--- src/rtl/dma_pea_xbar_sched.sv ---
// DMA-to-PEA input-stream crossbar sequencer.
// Holds a table of crossbar configurations (sel vector plus repeat count per entry), steps
// through the active entries, drives the crossbar sel lines and pops the DMA channels that
// each accepted beat consumes.
// Optional build macro: DMA_PEA_SCHED_LOOP_EN adds loop_i. When loop_i is latched high at
// start, the sequence wraps back to entry 0 and keeps running until stop_i.
//
// state | meaning
// ------+--------------------------------------------------------------
// IDLE  | waiting for start_i; sel_o and cfg_idx_o hold their last values
// RUN   | stepping through table entries, one transfer per fire
// DONE  | one-cycle done_o pulse, then back to IDLE
module dma_pea_xbar_sched #(
   parameter  int N_DMA_CH  = 4,
   parameter  int N_PEA_DIN = 4,
   parameter  int N_CFG     = 8,
   parameter  int CNT_W     = 16,
   localparam int SEL_W     = $clog2(N_DMA_CH),
   localparam int AW        = $clog2(N_CFG)
) (
   input  logic                       clk_i,
   input  logic                       rst_n_i,
   input  logic                       cfg_we_i,
   input  logic [AW-1:0]              cfg_addr_i,
   input  logic [N_PEA_DIN*SEL_W-1:0] cfg_sel_i,
   input  logic [CNT_W-1:0]           cfg_rep_i,
   input  logic [AW:0]                n_cfg_i,
   input  logic                       start_i,
   input  logic                       stop_i,
`ifdef DMA_PEA_SCHED_LOOP_EN
   input  logic                       loop_i,
`endif
   input  logic [N_DMA_CH-1:0]        dma_ch_valid_i,
   input  logic                       pea_ready_i,
   output logic [N_DMA_CH-1:0]        dma_ch_ready_o,
   output logic [N_PEA_DIN*SEL_W-1:0] sel_o,
   output logic                       fire_o,
   output logic [AW-1:0]              cfg_idx_o,
   output logic                       busy_o,
   output logic                       done_o
);

   typedef enum logic [1:0] {IDLE, RUN, DONE} state_t;

   state_t                       state_q, state_d;
   logic [N_PEA_DIN*SEL_W-1:0]   tbl_sel [N_CFG];
   logic [CNT_W-1:0]             tbl_rep [N_CFG];
   logic [N_PEA_DIN*SEL_W-1:0]   sel_q;
   logic [CNT_W-1:0]             rep_q;
   logic [CNT_W-1:0]             cnt_q;
   logic [AW-1:0]                idx_q;
   logic [AW-1:0]                idx_nxt;
   logic [AW:0]                  ncfg_q;
   logic [AW:0]                  n_eff;
   logic                         loop_q;
   logic [N_DMA_CH-1:0]          need;
   logic                         fire;
   logic                         last_entry;
   logic                         start_ok;
   logic                         load_first;
   logic                         load_next;
   logic                         cnt_inc;

   assign n_eff      = (n_cfg_i > (AW+1)'(N_CFG)) ? (AW+1)'(N_CFG) : n_cfg_i;
   assign idx_nxt    = idx_q + AW'(1);
   assign last_entry = ({1'b0, idx_q} == (ncfg_q - (AW+1)'(1)));
   assign start_ok   = (state_q == IDLE) && start_i;

   // Configuration table; writable in any state, cleared by reset.
   always_ff @(posedge clk_i or negedge rst_n_i) begin
      if (!rst_n_i) begin
         for (int i = 0; i < N_CFG; i++) begin
            tbl_sel[i] <= '0;
            tbl_rep[i] <= '0;
         end
      end else if (cfg_we_i) begin
         tbl_sel[cfg_addr_i] <= cfg_sel_i;
         tbl_rep[cfg_addr_i] <= cfg_rep_i;
      end
   end

   // Set of channels referenced by the active sel vector; shared channels pop once.
   always_comb begin
      need = '0;
      for (int i = 0; i < N_PEA_DIN; i++) begin
         need[sel_q[i*SEL_W +: SEL_W]] = 1'b1;
      end
   end

   // State register.
   always_ff @(posedge clk_i or negedge rst_n_i) begin
      if (!rst_n_i) state_q <= IDLE;
      else          state_q <= state_d;
   end

   // Next-state and transfer decode; the counter compares before it increments.
   always_comb begin
      state_d    = state_q;
      fire       = 1'b0;
      load_first = 1'b0;
      load_next  = 1'b0;
      cnt_inc    = 1'b0;
      case (state_q)
         IDLE: begin
            if (start_i) begin
               if (n_eff != '0) begin
                  state_d    = RUN;
                  load_first = 1'b1;
               end else begin
                  state_d = DONE;
               end
            end
         end
         RUN: begin
            fire = ~stop_i & pea_ready_i & (&(dma_ch_valid_i | ~need));
            if (stop_i) begin
               state_d = IDLE;
            end else if (fire) begin
               if (cnt_q != rep_q)  cnt_inc    = 1'b1;
               else if (!last_entry) load_next = 1'b1;
               else if (loop_q)     load_first = 1'b1;
               else                 state_d    = DONE;
            end
         end
         DONE:    state_d = IDLE;
         default: state_d = IDLE;
      endcase
   end

   // Active entry copy, entry index and repeat counter.
   always_ff @(posedge clk_i or negedge rst_n_i) begin
      if (!rst_n_i) begin
         sel_q  <= '0;
         rep_q  <= '0;
         cnt_q  <= '0;
         idx_q  <= '0;
         ncfg_q <= '0;
      end else begin
         if (start_ok) ncfg_q <= n_eff;
         if (load_first) begin
            sel_q <= tbl_sel[0];
            rep_q <= tbl_rep[0];
            idx_q <= '0;
            cnt_q <= '0;
         end else if (load_next) begin
            sel_q <= tbl_sel[idx_nxt];
            rep_q <= tbl_rep[idx_nxt];
            idx_q <= idx_nxt;
            cnt_q <= '0;
         end else if (cnt_inc) begin
            cnt_q <= cnt_q + CNT_W'(1);
         end
      end
   end

`ifdef DMA_PEA_SCHED_LOOP_EN
   // Loop mode is latched at start so it cannot change mid-sequence.
   always_ff @(posedge clk_i or negedge rst_n_i) begin
      if (!rst_n_i)      loop_q <= 1'b0;
      else if (start_ok) loop_q <= loop_i;
   end
`else
   assign loop_q = 1'b0;
`endif

   assign fire_o         = fire;
   assign dma_ch_ready_o = need & {N_DMA_CH{fire}};
   assign sel_o          = sel_q;
   assign cfg_idx_o      = idx_q;
   assign busy_o         = (state_q == RUN);
   assign done_o         = (state_q == DONE);

endmodule

--- config.mk ---
export PLATFORM = sky130hd
export DESIGN_NAME = dma_pea_xbar_sched
export DESIGN_NICKNAME = d
export VERILOG_FILES = /design/src/rtl/dma_pea_xbar_sched.sv
export SDC_FILE = /design/constraint.sdc
export NUM_CORES = 1
export LEC_CHECK = 0
export BUFFER_PORTS_ARGS = -buffer_cell sky130_fd_sc_hd__buf_2
export CORE_MARGIN = 4
export CORE_UTILIZATION = 40
export DETAILED_ROUTE_END_ITERATION = 7
export PLACE_DENSITY = 0.62
export SYNTH_ARGS = -nofsm -noshare
export SYNTH_HDL_FRONTEND = slang
export SYNTH_SLANG_ARGS = --single-unit
--- constraint.sdc ---
create_clock -name clk_i -period 3.1 [get_ports clk_i]
set_input_delay 0.155 -clock clk_i [delete_from_list [all_inputs] [get_ports clk_i]]
set_output_delay 0.155 -clock clk_i [all_outputs]
set_load 0.01 [all_outputs]
==> metrics.md <==
| Metric | Value |
|---|---|
| Outcome | completed |
| Post-Syn Instances | around 830 |
| Leak | ~5.7 nW |
| Highest routed metal layer | met4 |
| Critical-path cell list | xor2_1 -> nor4_1 -> nand4_2 -> nand4b_4 -> buf_4 -> or3_2 -> nand3_1 |
| Startpoint Class | flip-flop |
| Commonest non-fill, non-tap cell in the layout | dfrtp_1 |
| Seq cells post-synth | around 240 |
| Synth Flop Type | dfrtp_1 |
| Slew Viols, Final | 0 |
| Cts repair resizes | 0 |
| Overflow after GRT | 0 |
| Vias in the first global route | ~7600 |
| N_diodes | 0 |
| Fraction of layout cells with a size suffix above 1 | 41.2% |
| Final period utilization | a little over four fifths |
| Core area | between 20000 and 30000 µm² |
| Crit path kind | reg2reg |
| Number of library cell types mapped by synthesis | 52 |
| DR DRC count | 0 |
| Post-Route WL | 26.8 mm |
| Hold slack final | ~0.062 ns |
| Pin count of the biggest net entering global routing | 81 |
| Maxcap violations | 0 |
| Die width | 178 µm |
| Total Power | ~9.6 mW |
| WP data arrival | 3.10 ns |
| Setup TNS | 0 ns |
| Met3 WL post-DR | approximately 940 µm |
| Area contributors post-synth | dfrtp_1, mux2_2, mux4_2, mux4_4, nand3_1 |
| F_max | ~380 MHz |
| Endpoints failing setup | 0 |
| Yosys top cell by area | dfrtp_1 |
| Die area | 31500 µm² |
| Clock latency on the worst-skew pair | between 0.5 and 0.6 ns |
| Post-synth EDFFs | 0 |
| I/O Pins | slightly below 60 |
| Worst r2r src | cnt_q[11] |
| Antenna violations before repair | 0 |
| FF-to-FF End | rep_q[15] |
| Fill cells | about 2500 |
| Top-area cell type share of the netlist area | 52.4% |
| R2R cell count | 7 |
| Commonest non-fill, non-tap cells in the layout | dfrtp_1, mux2_2, buf_2, nand3_1, nand2_1 |
| Setup Buffers After CTS | 0 |
| Min-delay src | cfg_rep_i[12] |
| Cell Pwr Density | a little over 700 nW/µm² |
| Wl on met1 | roughly 13 mm |
| Gr usage total | about 17% |
| Metal2 WL | roughly 12 mm |
| Die height | 178 µm |
| Via count | slightly above 7000 |
| TritonCTS buffer count | 27 |
| Max VDD drop | between 0.0003 and 0.0004 V |
| Syn Nets | a little under 900 |
| Hold EP | tbl_rep[76] |
| Hold Vio Cnt, Final | 0 |
| FP Rows | slightly above 60 |
| Ys Warns | 0 |
| Mapped Area | 11500 µm² |
| Crit path largest cell delay | approximately 0.45 ns |
| Critical-path top delay cell | or3_2 |
| Rel. slew slack | 51.1% |
| CTS tree | yes |
| DRT iter0 DRCs | approximately 530 |
| Register area share after synthesis | 52.4% |
| Skew final | 0.00997 ns |
| DR WL/cell | roughly 20 µm |
| Area delta synth->final | 17.7% |
| Crit path time final | between 2 and 3 ns |
| Avg Cell Area, Syn | 13.9 µm² |
| HPWL Detailed | about 16 mm |
| WHS Path Cells | 2 |
| Place WS | between 0.4 and 0.5 ns |
| Layout Nets | ~970 |
| Clock sink count | around 240 |
| CP Capture Type | flip-flop |
| Critical path fanouts, max | 19 |
| CP Launch Point | cnt_q[11] |
| RePlAce Congestion | roughly 0.79 |
| H-tree levels | 1 |
| Worst hold path class | in2reg |
| PortBufs | 58 |
| Critical Path RT | between 3 and 4 ns |
| Setup slack, reg-to-reg | 0.47 ns |
| Via/cell ratio | about 5.5 |
| Maximum clock path buffer count | 3 |
| Post-route ant nets | 0 |
| First-pass GRT wire length | 43.4 mm |
| RSZ-0062 raised after global routing | false |
| Hold_buf cts | 34 |
| Final WS setup | approximately 0.47 ns |
| Slew at the pin closest to its max-slew limit | around 0.73 ns |
| Initial Utilization | roughly two fifths |
| Clock transition at path regs | 0.06 ns |
| 1st-pass router iterations | 5 |
| Async S/R FF share, synth | 100% |
| Root buf cell | clkbuf_16 |
[flip-flops by register name, indices dropped and copies added, names as in the netlist]
signal and flops:
tbl_rep 128, sel_o 8, tbl_sel 64, ncfg_q 4, rep_q 16, cfg_idx_o 3, cnt_q 16, state_q 2
[logic make-up after synthesis]
group | synth area share, %
mux | 30.9
flops | 52.4
simple gates | 9.29
buf+inv | 2.64
compound gates | 2.46
xor+xnor | 1.90
fa+ha+maj | 0.326
[per-layer routing]
metal  vias up  global-route usage, %
met5         -                      0
met4         0                   3.54
met3        30                   1.96
met2       124                   26.2
met1      3773                   27.4
li1       3273                      -
[how the worst max path moves through the flow]
| stage | endpoint | slack, ns | cells after the start |
|---|---|---|---|
| 2_1_floorplan | rep_q[10] | 0.99 | 7 |
| 3_3_place_gp | rep_q[0] | 0.47 | 7 |
| 3_5_place_dp | rep_q[15] | 0.47 | 7 |
| 4_1_cts | rep_q[15] | 0.46 | 7 |
| 5_1_grt | rep_q[0] | 0.22 | 7 |
| 6_report | rep_q[15] | 0.47 | 7 |
[critical path: cells and delay by family (launching register included)]
family / cells / cell delay, ns
and+or+nand+nor: 5 / 1.64
DFF: 1 / 0.43
xor gates and xnor gates: 1 / 0.18
buffers and inverters: 1 / 0.30
[cell usage after synthesis, types with 5 or more instances]
cell and instances:
buf_6 6, nor2b_1 6, xor2_1 22, a21oi_1 12, nor2_1 13, nand4_1 9, mux2_2 194, nand2b_1 10
nand2_1 38, inv_1 5, buf_2 17, mux4_4 13, mux4_2 35, nand3_1 56, or3_1 30, clkbuf_1 22
dfrtp_1 241, mux2i_1 26, o21ai_0 13
[layout make-up]
| type | count | area [µm²] | share of cell area [%] |
|---|---|---|---|
| well taps | 378 | 473 | 3.49 |
| repair buffers | 115 | 888 | 6.56 |
| clock inverters | 9 | 101 | 0.749 |
| multi-input cells | 531 | 5220 | 38.5 |
| inverters | 5 | 18.8 | 0.139 |
| clock buffers | 40 | 805 | 5.94 |
| flip-flops and latches | 241 | 6030 | 44.6 |
[through the flow]
step	instances	util [%]	instance area (µm²)
floorplan	828	-	11500
global route	1319	48.2	13500
detailed placement	1236	43.8	12300
global placement	1236	43.8	12300
CTS	1319	48.2	13500
finish	1319	48.2	13500
[where the power goes]
| part | internal (mW) | total, mW | switching (mW) |
|---|---|---|---|
| combinational | 1.07 | 1.90 | 0.828 |
| clock | 1.95 | 3.23 | 1.28 |
| sequential | 3.89 | 4.43 | 0.537 |
(Power assumes the default switching activity.)
